File: config.mk
export PLATFORM = sky130hd
export DESIGN_NAME = dmi_core_reg_responder
export DESIGN_NICKNAME = d
export VERILOG_FILES = /design/src/rtl/dmi_core_reg_responder.sv
export SDC_FILE = /design/constraint.sdc
export NUM_CORES = 1
export LEC_CHECK = 0
export CAP_MARGIN = 15
export CORE_MARGIN = 2
export CORE_UTILIZATION = 57
export CTS_BUF_LIST = sky130_fd_sc_hd__clkbuf_8
export DETAILED_ROUTE_END_ITERATION = 10
export PLACE_DENSITY = 0.82
export SYNTH_ARGS = -nofsm -noshare
export SYNTH_HDL_FRONTEND = slang
export SYNTH_SLANG_ARGS = --single-unit
File: constraint.sdc
create_clock -name core_clk -period 2.5 [get_ports core_clk]
set_input_delay 0.5 -clock core_clk [delete_from_list [all_inputs] [get_ports core_clk]]
set_output_delay 0.5 -clock core_clk [all_outputs]
set_load 0.01 [all_outputs]
File: src/rtl/dmi_core_reg_responder.sv
// Core-domain DMI register responder: acks accepted requests one cycle later, withholds ack on reject.
// Optional rejected-request counter at 7'h12 is built when DMI_RESP_ERRCNT_EN is defined.
module dmi_core_reg_responder #(
    parameter int unsigned   NDATA     = 4,
    parameter int unsigned   AW        = 7,
    parameter logic [AW-1:0] DATA_BASE = 7'h04
) (
    input  logic        core_clk,
    input  logic        core_rst,
    input  logic        reg_en,
    input  logic        reg_wr_en,
    input  logic [31:0] c_wr_addr,
    input  logic [31:0] c_wr_data,
    output logic [31:0] c_rd_data,
    output logic        c_rd_ack,
    output logic        busy
);
    localparam int unsigned   IW        = (NDATA > 1) ? $clog2(NDATA) : 1;
    localparam logic [AW-1:0] ADDR_CTRL = AW'(7'h10);
    localparam logic [AW-1:0] ADDR_STAT = AW'(7'h11);

    typedef enum logic [0:0] {ST_IDLE = 1'b0, ST_BUSY = 1'b1} state_t;

    state_t      state_q, state_d;
    logic [31:0] data_q [NDATA];
    logic [31:0] data_d [NDATA];
    logic [7:0]  ctrl_cnt_q, ctrl_cnt_d;
    logic [7:0]  rem_q, rem_d;
    logic [7:0]  done_cnt_q, done_cnt_d;
    logic        ack_q, ack_d;
    logic [31:0] rd_data_q, rd_data_d;

    logic [AW-1:0] addr_s, off_s;
    logic          hi_zero_s, is_data_s, is_ctrl_s, is_stat_s, is_err_s;
    logic          mapped_s, reject_s, accept_s, go_s, busy_s;
    logic [31:0]   rd_val_s;

    assign addr_s    = c_wr_addr[AW-1:0];
    assign off_s     = addr_s - DATA_BASE;
    assign hi_zero_s = (c_wr_addr[31:AW] == '0);
    assign is_data_s = hi_zero_s && (addr_s >= DATA_BASE) && (off_s < AW'(NDATA));
    assign is_ctrl_s = hi_zero_s && (addr_s == ADDR_CTRL);
    assign is_stat_s = hi_zero_s && (addr_s == ADDR_STAT);
`ifdef DMI_RESP_ERRCNT_EN
    assign is_err_s  = hi_zero_s && (addr_s == AW'(7'h12));
`else
    assign is_err_s  = 1'b0;
`endif
    assign mapped_s  = is_data_s || is_ctrl_s || is_stat_s || is_err_s;
    // Busy only blocks writes that could disturb the running operation; reads always pass.
    assign reject_s  = reg_en && (!mapped_s || (busy_s && reg_wr_en && (is_data_s || is_ctrl_s)));
    assign accept_s  = reg_en && !reject_s;
    assign go_s      = accept_s && reg_wr_en && is_ctrl_s && c_wr_data[0];

`ifdef DMI_RESP_ERRCNT_EN
    logic [15:0] errcnt_q, errcnt_d;

    // Saturating reject counter, cleared by any accepted write to its address.
    always_comb begin
        errcnt_d = errcnt_q;
        if (accept_s && reg_wr_en && is_err_s) begin
            errcnt_d = 16'h0000;
        end else if (reject_s && (errcnt_q != 16'hFFFF)) begin
            errcnt_d = errcnt_q + 16'h0001;
        end else begin
            errcnt_d = errcnt_q;
        end
    end

    // Reject counter register.
    always_ff @(posedge core_clk) begin
        if (core_rst) begin
            errcnt_q <= 16'h0000;
        end else begin
            errcnt_q <= errcnt_d;
        end
    end
`endif

    // Read mux over the pre-edge register values.
    always_comb begin
        rd_val_s = 32'h0000_0000;
        if (is_data_s) begin
            rd_val_s = data_q[off_s[IW-1:0]];
        end else if (is_ctrl_s) begin
            rd_val_s = {16'h0000, ctrl_cnt_q, 8'h00};
        end else if (is_stat_s) begin
            rd_val_s = {16'h0000, done_cnt_q, 7'h00, busy_s};
`ifdef DMI_RESP_ERRCNT_EN
        end else if (is_err_s) begin
            rd_val_s = {16'h0000, errcnt_q};
`endif
        end else begin
            rd_val_s = 32'h0000_0000;
        end
    end

    // FSM state register.
    always_ff @(posedge core_clk) begin
        if (core_rst) begin
            state_q <= ST_IDLE;
        end else begin
            state_q <= state_d;
        end
    end

    // FSM next state: a zero count completes immediately without entering BUSY.
    always_comb begin
        state_d = state_q;
        case (state_q)
            ST_IDLE: begin
                if (go_s && (c_wr_data[15:8] != 8'h00)) begin
                    state_d = ST_BUSY;
                end else begin
                    state_d = ST_IDLE;
                end
            end
            ST_BUSY: begin
                if (rem_q == 8'h01) begin
                    state_d = ST_IDLE;
                end else begin
                    state_d = ST_BUSY;
                end
            end
            default: state_d = ST_IDLE;
        endcase
    end

    // FSM outputs.
    always_comb begin
        case (state_q)
            ST_BUSY: busy_s = 1'b1;
            ST_IDLE: busy_s = 1'b0;
            default: busy_s = 1'b0;
        endcase
    end

    // Datapath next state: registers, countdown, completion counter and response.
    always_comb begin
        data_d     = data_q;
        ctrl_cnt_d = ctrl_cnt_q;
        rem_d      = rem_q;
        done_cnt_d = done_cnt_q;
        if (accept_s && reg_wr_en && is_data_s) begin
            data_d[off_s[IW-1:0]] = c_wr_data;
        end else begin
            data_d = data_q;
        end
        if (accept_s && reg_wr_en && is_ctrl_s) begin
            ctrl_cnt_d = c_wr_data[15:8];
        end else begin
            ctrl_cnt_d = ctrl_cnt_q;
        end
        if (go_s) begin
            rem_d = c_wr_data[15:8];
            if (c_wr_data[15:8] == 8'h00) begin
                done_cnt_d = done_cnt_q + 8'h01;
            end else begin
                done_cnt_d = done_cnt_q;
            end
        end else if (busy_s) begin
            rem_d = rem_q - 8'h01;
            if (rem_q == 8'h01) begin
                done_cnt_d = done_cnt_q + 8'h01;
            end else begin
                done_cnt_d = done_cnt_q;
            end
        end else begin
            rem_d      = rem_q;
            done_cnt_d = done_cnt_q;
        end
        ack_d     = accept_s;
        rd_data_d = (accept_s && !reg_wr_en) ? rd_val_s : 32'h0000_0000;
    end

    // Datapath registers; reset also drops the request sampled on the same edge.
    always_ff @(posedge core_clk) begin
        if (core_rst) begin
            for (int i = 0; i < NDATA; i++) begin
                data_q[i] <= 32'h0000_0000;
            end
            ctrl_cnt_q <= 8'h00;
            rem_q      <= 8'h00;
            done_cnt_q <= 8'h00;
            ack_q      <= 1'b0;
            rd_data_q  <= 32'h0000_0000;
        end else begin
            data_q     <= data_d;
            ctrl_cnt_q <= ctrl_cnt_d;
            rem_q      <= rem_d;
            done_cnt_q <= done_cnt_d;
            ack_q      <= ack_d;
            rd_data_q  <= rd_data_d;
        end
    end

    assign c_rd_ack  = ack_q;
    assign c_rd_data = rd_data_q;
    assign busy      = busy_s;
endmodule

# Word level (Yosys, flattened, before mapping)
# Cells that the tools add are included.
classes:
  addsub: 3
  n_lt_le_gt_ge: 4
  n_eq_ne: 4
  n_mux: 19
  n_bitwise: 3
  reduce_logical: 28
op_table:
  columns: ["op", "n"]
  rows:
  - ["128-bit bitwise mux", 1]
  - ["32-bit 2-to-1 mux", 4]
  - ["32-bit binary-select mux with 2-bit select", 1]
  - ["32-bit demux with 2-bit select", 1]
  - ["8-bit 2-to-1 mux", 6]
  - ["16-bit 2-to-1 mux", 2]
  - ["25-bit zero test", 1]
  - ["1-bit logical AND", 15]
  - ["7-bit by 5-bit equality test with 1-bit output, second input constant", 2]
  - ["8-bit by 1-bit adder with 8-bit output, second input constant", 1]
  - ["8-bit by 1-bit equality test with 1-bit output, second input constant", 1]
  - ["8-bit zero test", 1]
  - ["8-bit nonzero test", 1]
  - ["8-bit by 1-bit subtractor with 8-bit output, second input constant", 1]
  - ["7-bit by 3-bit >= comparator with 1-bit output, second input constant", 1]
  - ["7-bit by 3-bit < comparator with 1-bit output, second input constant", 1]
  - ["7-bit by 3-bit subtractor with 7-bit output, second input constant", 1]
  - ["1-bit one-hot mux with 2 select lines", 2]
  - ["2-bit nonzero test", 2]
  - ["3-bit >= comparator, second input constant", 1]
  - ["1-bit zero test", 3]
  - ["1-bit logical OR", 3]
  - ["3-bit by 1-bit < comparator with 1-bit output, second input constant", 1]
  - ["2-bit NOT with 3-bit output", 1]
  - ["5 further kinds", 7]
word_totals:
  regBits: 186
  output_inout_bits: 34
  word_cells: 71

# Depth between registers and ports, before layout
# Gate-level depths: netlist of run 1.
depth:
  word_depth: 16
  mapped_depth: 10

# Least setup slack after synthesis of run 1
# Ideal clock, no wire load.
synth_timing:
  path_kind: "input to register"
  startpoint: "in c_wr_addr[2]"
  endpoint: "reg data_q[65] in the netlist's numbering"
  setup_time_ns: 0.070
  arrival_ns: 2.005
  t_required_ns: 2.430
  setup_slack_ns: 0.425
  path_stages: 10
  cell_sequence: "inv_1 -> ha_1 -> xnor2_1 -> nand4_2 -> nor4b_1 -> and3_1 -> buf_4 -> buf_6 -> nand2_1 -> a21oi_1"
synth_between:
  elab_chain_cells: 12
  word_cells_on_any_way: 19
  cone_classes: "1 x add/sub; 2 x order compare; 2 x eq/ne; 14 x reduce/logical"
synth_rtl:
  columns: ["item", "line_no", "text"]
  rows:
  - ["from (decl)", "12", "input logic [31:0] c_wr_addr,"]
  - ["7-bit by 3-bit subtractor with 7-bit output / 7-bit by 3-bit >= comparator with 1-bit output (equally long branches)", "39, 41", null]
  - ["7-bit by 3-bit < comparator with 1-bit output / 1-bit logical AND (equally long branches)", "41", "assign is_data_s = hi_zero_s && (addr_s >= DATA_BASE) && (off_s < AW'(NDATA));"]
  - ["1-bit logical AND", "41", null]
  - ["1-bit logical OR", "49, 51", null]
  - ["1-bit logical OR", "49", "assign mapped_s = is_data_s || is_ctrl_s || is_stat_s || is_err_s;"]
  - ["1-bit zero test", "51", "assign reject_s = reg_en && (!mapped_s || (busy_s && reg_wr_en && (is_data_s || is_ctrl_s)));"]
  - ["1-bit logical OR", "51", null]
  - ["1-bit logical AND", "51", null]
  - ["1-bit zero test", "52", "assign accept_s = reg_en && !reject_s;"]
  - ["1-bit logical AND", "52", null]
  - ["1-bit logical AND", "144", "if (accept_s && reg_wr_en && is_data_s) begin"]
  - ["1-bit logical AND (*)", "144", null]
  - ["to (signal assigned)", "188", "data_q <= data_d;"]
  - ["to (decl)", "25", "logic [31:0] data_q [NDATA];"]
# Mark *: on every way between the ends. The rest lies on a longest branch, timed or not.
# A chain may end at the register's enable or synchronous reset.

# Worst setup path after layout of run 1
layout_timing:
  startpoint: "in c_wr_addr[2]"
  endpoint: "reg data_q[36] in the netlist's numbering"
# Same word-level chain as after synthesis.

==> results of run 1 <==
## tightest hold or removal path: stages
cell and delay (ps):
buf_4 120, nand2b_1 120, a311oi_1 50
## power groups by stage
stage          logic [uW]  clock network, uW  registers (uW)
5_1_grt               319               2490            2960
4_1_cts               299               2380            2960
6_report              301               2350            2960
3_5_place_dp          297                  0            3030
2_1_floorplan         109                  0            3030
3_3_place_gp          297                  0            3030
## area by class of cell
cell class,instances,share of cell area
Multi-Input combinational cell,614,0.377
Inverter,7,0.00276
Clock buffer,20,0.0289
Sequential cell,186,0.391
Tap cell,176,0.0232
Clock inverter,12,0.0218
Timing Repair Buffer,144,0.155
## registers in the layout (all words and copies together) (netlist names)
register / cells
c_rd_data: 32
data_q: 128
done_cnt_q: 8
ctrl_cnt_q: 8
rem_q: 8
c_rd_ack: 1
state_q: 1
## cell families after synthesis
family	count (synthesis)	share of synthesized area
AO/OA/AOI/OAI	169	0.118
multiplexers	41	0.105
AND/OR/NAND/NOR	391	0.224
flip-flops	186	0.483
buffers and inverters	73	0.0532
adder cells (fa/ha/maj)	5	0.00811
XOR/XNOR	8	0.00908
## per-layer routing
metal / global-route usage / vias up / share of wire
li1: - / 3188 / -
met5: 0 / - / 0
met2: 0.461 / 259 / 0.49
met3: 0.0708 / 38 / 0.071
met1: 0.343 / 3155 / 0.41
met4: 0.0974 / 0 / 0.024
## worst paths after layout
| check | from | to |
|---|---|---|
| hold reg to reg | data_q[46] | data_q[46] |
| hold / removal | core_rst | c_rd_ack |
| setup / recovery | c_wr_addr[2] | data_q[36] |
| setup reg to reg | state_q | done_cnt_q[3] |
## stage by stage
step	power (uW)	setup slack (ps)
floorplan	3140	425
global placement	3330	-131
detailed placement	3330	-257
CTS	5640	219
global route	5770	57.7
finish	5610	181
## cell usage in the layout, fill, tap and decap left out, types with 4 or more instances in the layout
cell type,n
or3_1,5
and3_1,28
a21oi_1,144
dfxtp_1,186
inv_1,7
ha_1,5
clkbuf_8,20
nand2_1,287
clkdlybuf4s50_1,99
nor2_1,22
buf_12,12
nor3_1,6
xnor2_1,4
bufinv_16,5
nand4_1,7
xor2_1,4
mux2i_1,9
a2bb2oi_1,8
mux4_2,32
a211oi_1,6
buf_4,32
nor4_1,9
nand3_1,6
==> run_results.csv, run 1 <==
group,metric,value,unit
status,outcome,"complete, no violations",
final_layout,area_delta_synth_final,23.3,%
synthesis,ys_top_cells_by_area,"dfxtp_1, nand2_1, a21oi_1, mux4_2, and3_1",
die,die_h,120,um
grt,grt_pass1_vias,6352,
worst_setup_path,crit_family,"simple AND/OR/NAND/NOR gates",
timing,slew_viol_final,0,
detailed_routing,drc,0,
detailed_routing,firstDrtPassIters,6,
clock_network,post_cts_resized,0,
worst_setup_path,slowest_delay,490,ps
timing,finalHoldViolCount,0,
worst_setup_path,crit_path_top_delay_cell,"clkdlybuf4s50_1",
pwr,pwr-share-comb,0.054,
synthesis,synthTopCellsByCount,"nand2_1, dfxtp_1, a21oi_1",
timing,worst_pin_slew,668,ps
clock_network,root_buffer,"clkbuf_8",
pwr,pwr-share-clk,0.419,
worst_setup_path,critPathLaunchType,"input port",
worst_setup_path,end_kind,"flop",
synthesis,ys_seq_elements,186,
pwr,p_seq_frac,0.527,
detailed_routing,ant_nets,0,
clock_network,clkTransAtPathRegs,90,ps
grt,antenna_found_initial,0,
grt,grtUsageTotal,0.274,
grt,grt_max_degree,154,
detailed_routing,totalWireLength,19.2,mm
detailed_routing,via_per_inst,5.73,
synthesis,avgSynthCellArea,8.84,sq um
synthesis,yosysSeqAreaShare,0.483,
pwr,vdd_drop_max,533,uV
worst_setup_path,arrival,2710,ps
clock_network,clk_latency,470,ps
worst_setup_path,crit_path_cell_trace,"clkdlybuf4s50_1 > inv_1 > ha_1 > xnor2_1 > nand4_2 > nor4_1 > and3_1 > buf_12 > nand2_1 > a21oi_1",
die,die_x,120,um
pwr,p_int,4390,uW
synthesis,postSynthCellCount,873,
clock_network,cts_setup_buffers,0,
synthesis,syn_nets,946,
min_path,worstHoldPathType,"input port to flop",
timing,max_freq,431,MHz
final_layout,stdcell_area,9510,sq um
pwr,power_switching,1230,uW
place,dp_hpwl,12.0,mm
detailed_routing,first_iter_violations,725,
timing,fin_setup_tns,0,ps
clock_network,cts.sinks,186,
worst_setup_path,reg2reg_slack,480,ps
place,place_area,9030,sq um
die,core_area,13200,sq um
clock_network,holdBufCountCts,0,
synthesis,yosysWarnings,0,
synthesis,syn_area,7720,sq um
final_layout,multi_input_area,3580,sq um
clock_network,ctsLongestPathBuffers,2,
run,maxCapViolations,0,
grt,grt_pass1_wl,31.1,mm
clock_network,htreeDepth,4,
place,globalplace.congestion,0.809,
timing,rsz0062_at_grt,"no",
timing,worst_hold_slack,378,ps
worst_setup_path,crit_cells,10,
final_layout,n_antenna_cell,0,
place,dp.cells,1127,
clock_network,cts_made_buffers,17,
detailed_routing,num_vias,6640,
detailed_routing,avgRoutedWirePerCell,16.6,um
synthesis,synth_top_area_frac,0.483,
die,rows,42,
worst_setup_path,cp_max_fo,14,
grt,gr-total-overflow,0,
final_layout,fin_cells,1159,
pwr,powerDensity,590,nW/um^2
synthesis,synthFlopType,"dfxtp_1",
worst_setup_path,critPathKind,"input port to flop",
final_layout,fin_nets,1043,
die,ioPinCount,102,
timing,period_minus_slack,2320,ps
synthesis,synthArstFlopShare,0,
worst_setup_path,crit_buf_inv,3,
worst_setup_path,r2r_cells,7,
final_layout,regArea,3720,sq um
synthesis,yosysUniqueCellTypes,44,
timing,post-route-period-util,0.928,
worst_setup_path,worstPathRequired,2890,ps
timing,skew,8.70,ps
min_path,min_path_cells,3,
timing,slew_headroom,0.554,
die,start_util,0.583,
synthesis,synth_top_area_cell,"dfxtp_1",
final_layout,drive_above_1_share,0.119,
final_layout,fin_util,0.718,
timing,finalSetupViolations,0,
pwr,p_leak,0.00329,uW
synthesis,synth_edf_count,0,
pwr,p_sw_frac,0.218,
place,io_buffers,101,
final_layout,nFillCells,987,
die,fp.dieArea,14500,sq um
clock_network,cts_tree,"built",
synthesis,post-synth-top-count-cell,"nand2_1",
Note: power is estimated with default switching activity, not from simulation.
==> run 2, diff against run 1 <==
--- a/config.mk
+++ b/config.mk
@@ -10,6 +10,7 @@
 export CORE_UTILIZATION = 57
 export CTS_BUF_LIST = sky130_fd_sc_hd__clkbuf_8
 export DETAILED_ROUTE_END_ITERATION = 10
+export GPL_TIMING_DRIVEN = 0
 export PLACE_DENSITY = 0.82
 export SYNTH_ARGS = -nofsm -noshare
 export SYNTH_HDL_FRONTEND = slang
==> run_results.csv, run 2 (synthesized netlist as in run 1, its figures left out) <==
group,metric,value,unit
status,outcome,"finished, violations left",
status,failed_checks,"setup timing",
timing,worst_pin_slew,892,ps
clock_network,clk_latency,480,ps
run,maxCapViolations,0,
clock_network,root_buffer,"clkbuf_8",
timing,max_freq,393,MHz
final_layout,drive_above_1_share,0.123,
clock_network,ctsLongestPathBuffers,2,
timing,slew_viol_final,0,
final_layout,n_antenna_cell,0,
die,ioPinCount,102,
timing,finalHoldViolCount,0,
timing,worst_hold_slack,452,ps
detailed_routing,avgRoutedWirePerCell,18.4,um
clock_network,htreeDepth,4,
die,die_h,120,um
worst_setup_path,cp_max_fo,7,
clock_network,holdBufCountCts,0,
die,rows,42,
timing,period_minus_slack,2540,ps
die,core_area,13200,sq um
detailed_routing,totalWireLength,21.9,mm
pwr,powerDensity,561,nW/um^2
grt,grtUsageTotal,0.307,
place,dpl_worst_slack,-578,ps
worst_setup_path,arrival,2880,ps
grt,antenna_found_initial,0,
final_layout,fin_util,0.717,
worst_setup_path,slowest_delay,500,ps
grt,grt_pass1_wl,34.2,mm
pwr,p_leak,0.00329,uW
final_layout,layout_commonest_cell,"nand2_1",
worst_setup_path,worstPathRequired,2830,ps
place,io_buffers,99,
die,fp.dieArea,14500,sq um
final_layout,mostFrequentLayoutCells,"nand2_1, dfxtp_1, a21oi_1",
pwr,total_power,5320,uW
final_layout,area_delta_synth_final,23.1,%
worst_setup_path,r2r_cells,9,
worst_setup_path,path_common_cell,"buf_4",
timing,finalSetupViolations,1,
final_layout,nFillCells,1026,
timing,rsz0062_at_grt,"yes",
grt,grt_pass1_vias,6799,
detailed_routing,ant_nets,0,
pwr,vdd_drop_max,480,uV
timing,post-route-period-util,1.02,
final_layout,largest_reg_flops,128,
place,globalplace.congestion,0.893,
min_path,worstHoldPathType,"flop to flop",
worst_setup_path,critPathKind,"input port to flop",
place,place_area,8930,sq um
timing,postLayoutSetupSlackWorst,-43.5,ps
timing,skew,15.4,ps
clock_network,cts.sinks,186,
detailed_routing,num_vias,6973,
worst_setup_path,crit_path_top_delay_cell,"clkdlybuf4s50_1",
die,start_util,0.583,
die,die_x,120,um
final_layout,regMostFlops,"data_q",
clock_network,cts_tree,"built",
final_layout,stdcell_area,9500,sq um
clock_network,clkTransAtPathRegs,100,ps
place,dp_hpwl,14.7,mm
worst_setup_path,critPathLaunchType,"input port",
worst_setup_path,crit_path_cell_trace,"clkdlybuf4s50_1 > inv_1 > ha_1 > xnor2_1 > nand4_2 > nor3_4 > nand4_1 > buf_4 > buf_4 > nand2_1 > a21oi_1",
timing,slew_headroom,0.405,
detailed_routing,via_per_inst,5.85,
detailed_routing,firstDrtPassIters,8,
final_layout,fin_nets,1075,
worst_setup_path,end_kind,"flop",
grt,gr-total-overflow,0,
clock_network,cts_made_buffers,17,
detailed_routing,first_iter_violations,671,
detailed_routing,drc,0,
min_path,min_path_cells,2,
grt,grt_max_degree,17,
-- run 2: final cells by class --
class                           instances  area, sq um  area share
Inverter                                7         26.3     0.00277
Buffer                                 65          423      0.0445
Clock buffer                           19          262      0.0275
Multi-Input combinational cell        614         3620       0.381
Tap cell                              176          220      0.0232
Clock inverter                         13          136      0.0144
Sequential cell                       186         3720       0.392
Timing Repair Buffer                  111         1080       0.114
-- run 2: metrics by stage --
step / TNS, ps / instances
2_1_floorplan: 0 / 873
3_3_place_gp: -75610 / 1148
3_5_place_dp: -81500 / 1148
4_1_cts: 0 / 1184
5_1_grt: -1640 / 1191
6_report: -43.5 / 1191
-- run 2: repair_timing --
item                       in CTS  in global routing
pin swaps                       3                  6
setup endpoints to repair     101                139
setup buffers                   5                  7
resized for setup               1                 24
-- run 2: critical path, delay by kind of cell --
| kind | cells | cell delay [ps] |
|---|---|---|
| compound gates | 1 | 110 |
| xor+xnor | 1 | 180 |
| buf+inv | 4 | 920 |
| fa+ha+maj | 1 | 210 |
| simple gates | 4 | 960 |
-- run 2: routing by layer --
| layer | vias to the layer above | routed length, um | global-route usage |
|---|---|---|---|
| met3 | 67 | 2190 | 0.0811 |
| met1 | 3275 | 8550 | 0.378 |
| met4 | 0 | 557 | 0.113 |
| li1 | 3247 | - | - |
| met5 | - | 0 | 0 |
| met2 | 384 | 10600 | 0.520 |
-- run 2: power breakdown --
group	switching [uW]	internal [uW]
combinational	178	137
sequential	0.000000108	2960
clock	1030	1020
-- run 2: path summary, 6_finish.rpt --
path | startpoint | end | slack, ps
hold reg to reg | data_q[47] | data_q[47] | 450
setup reg to reg | state_q | data_q[76] | 470
hold / removal | data_q[47] | data_q[47] | 450
setup / recovery | c_wr_addr[2] | data_q[64] | -40
==> run 3, diff against run 2 <==
--- a/config.mk
+++ b/config.mk
@@ -6,6 +6,7 @@
 export NUM_CORES = 1
 export LEC_CHECK = 0
 export CAP_MARGIN = 15
+export CORE_ASPECT_RATIO = 0.6
 export CORE_MARGIN = 2
 export CORE_UTILIZATION = 57
 export CTS_BUF_LIST = sky130_fd_sc_hd__clkbuf_8
==> run_results.csv, run 3 (synthesized netlist as in run 1, its figures left out) <==
group,metric,value,unit
status,outcome,"complete, no violations",
worst_setup_path,arrival,2740,ps
final_layout,fin_cells,1184,
worst_setup_path,slowest_delay,460,ps
timing,postLayoutSetupSlackWorst,96.8,ps
timing,worst_hold_slack,455,ps
place,dpl_worst_slack,-621,ps
worst_setup_path,worstPathRequired,2830,ps
clock_network,cts.sinks,186,
timing,post-route-period-util,0.961,
final_layout,layout_commonest_cell,"nand2_1",
final_layout,regMostFlops,"data_q",
detailed_routing,avgRoutedWirePerCell,19.1,um
clock_network,root_buffer,"clkbuf_8",
timing,slew_viol_final,0,
worst_setup_path,cp_max_fo,10,
die,ioPinCount,102,
final_layout,mostFrequentLayoutCells,"nand2_1, dfxtp_1, a21oi_1",
detailed_routing,totalWireLength,22.6,mm
place,dp_hpwl,16.0,mm
pwr,vdd_drop_max,316,uV
worst_setup_path,crit_buf_inv,4,
final_layout,fin_nets,1074,
final_layout,fin_util,0.727,
die,rows,32,
timing,period_minus_slack,2400,ps
detailed_routing,firstDrtPassIters,7,
worst_setup_path,critPathKind,"input port to flop",
die,core_area,13000,sq um
detailed_routing,num_vias,7043,
detailed_routing,first_iter_violations,779,
timing,slew_headroom,0.475,
clock_network,ctsLongestPathBuffers,2,
grt,antenna_found_initial,0,
detailed_routing,ant_nets,0,
place,io_buffers,99,
place,dp.cells,1142,
detailed_routing,via_per_inst,5.95,
min_path,worstHoldPathType,"flop to flop",
worst_setup_path,crit_path_cell_trace,"clkdlybuf4s50_1 > inv_1 > ha_1 > xnor2_2 > nand4_4 > nor3_4 > buf_4 > nand4b_1 > buf_2 > nand2_1 > a21oi_1",
die,start_util,0.593,
grt,grt_pass1_wl,35.3,mm
clock_network,cts_made_buffers,17,
worst_setup_path,end_kind,"flop",
grt,gr-total-overflow,0,
detailed_routing,drc,0,
clock_network,clk_latency,480,ps
pwr,p_leak,0.00328,uW
timing,worst_pin_slew,787,ps
pwr,powerDensity,566,nW/um^2
place,globalplace.congestion,0.918,
clock_network,clkTransAtPathRegs,90,ps
final_layout,largest_reg_flops,128,
final_layout,area_delta_synth_final,22.5,%
grt,grtUsageTotal,0.319,
grt,grt_max_degree,17,
die,die_x,154,um
timing,finalHoldViolCount,0,
die,die_h,94.1,um
timing,fin_setup_tns,0,ps
clock_network,htreeDepth,4,
run,maxCapViolations,0,
worst_setup_path,crit_family,"buffers and inverters",
worst_setup_path,critPathLaunchType,"input port",
timing,skew,14.6,ps
timing,max_freq,416,MHz
worst_setup_path,crit_path_top_delay_cell,"clkdlybuf4s50_1",
clock_network,cts_tree,"built",
final_layout,n_antenna_cell,0,
grt,grt_pass1_vias,6518,
die,fp.dieArea,14500,sq um
timing,finalSetupViolations,0,
final_layout,drive_above_1_share,0.122,
[run 3: changes by cell type in the layout (fill, tap and decap cells not counted), sizes merged]
cell | before | now
bufinv | 3 | 2
clkinvlp | 1 | 2
clkbuf | 47 | 48
dlymetal6s2s | 0 | 1
buf | 49 | 47
clkdlybuf4s50 | 99 | 98
[run 3: routing by layer]
layer | share of wire | GRT usage
met1 | 0.44 | 0.478
met4 | 0.019 | 0.0942
met2 | 0.41 | 0.456
met5 | 0 | 0
met3 | 0.13 | 0.0756
[run 3: layout make-up]
cell class                 count  area (sq um)
sequential                   186          3720
multi-input combinational    614          3600
fill                         983          3560
timing repair buffer         109          1070
buffer                        66           412
clock buffer                  19           262
tap                          170           213
clock inverter                13           141
inverter                       7          26.3
[run 3: metrics by stage]
stage | cell area [sq um] | total power (uW)
after floorplan | 7720 | 3140
after global placement | 8920 | 3330
after detailed placement | 8920 | 3330
after CTS | 9380 | 5320
after global routing | 9450 | 5460
final | 9450 | 5350
[run 3: worst paths after layout]
check                    start             to  slack [ps]  depth (start not counted)
setup / recovery  c_wr_addr[3]    data_q[106]         100                         11
hold / removal      data_q[14]     data_q[14]         460                          2
setup reg to reg       state_q  done_cnt_q[5]         500                          7
hold reg to reg     data_q[14]     data_q[14]         460                          2
[run 3: timing repair]
item,in CTS,in global routing
resized for setup,3,20
setup buffers,6,4
hold buffers,0,0
gates cloned,0,0
endpoints found under the setup margin,129,141
pin swaps,2,2
endpoints found under the hold margin,0,0
[run 3: power breakdown]
part,internal (uW),total [uW],switching (uW)
registers,2960,2960,0.000000110
logic,139,322,183
clock network,950,2070,1120
total,4050,5350,1300
[run 3: worst reg2reg max path: cells and delay by family (launching register included)]
family / cells / cell delay [ps]
AOI/OAI and AO/OA: 2 / 250
buffers and inverters: 2 / 370
DFF: 1 / 350
and+or+nand+nor: 3 / 960
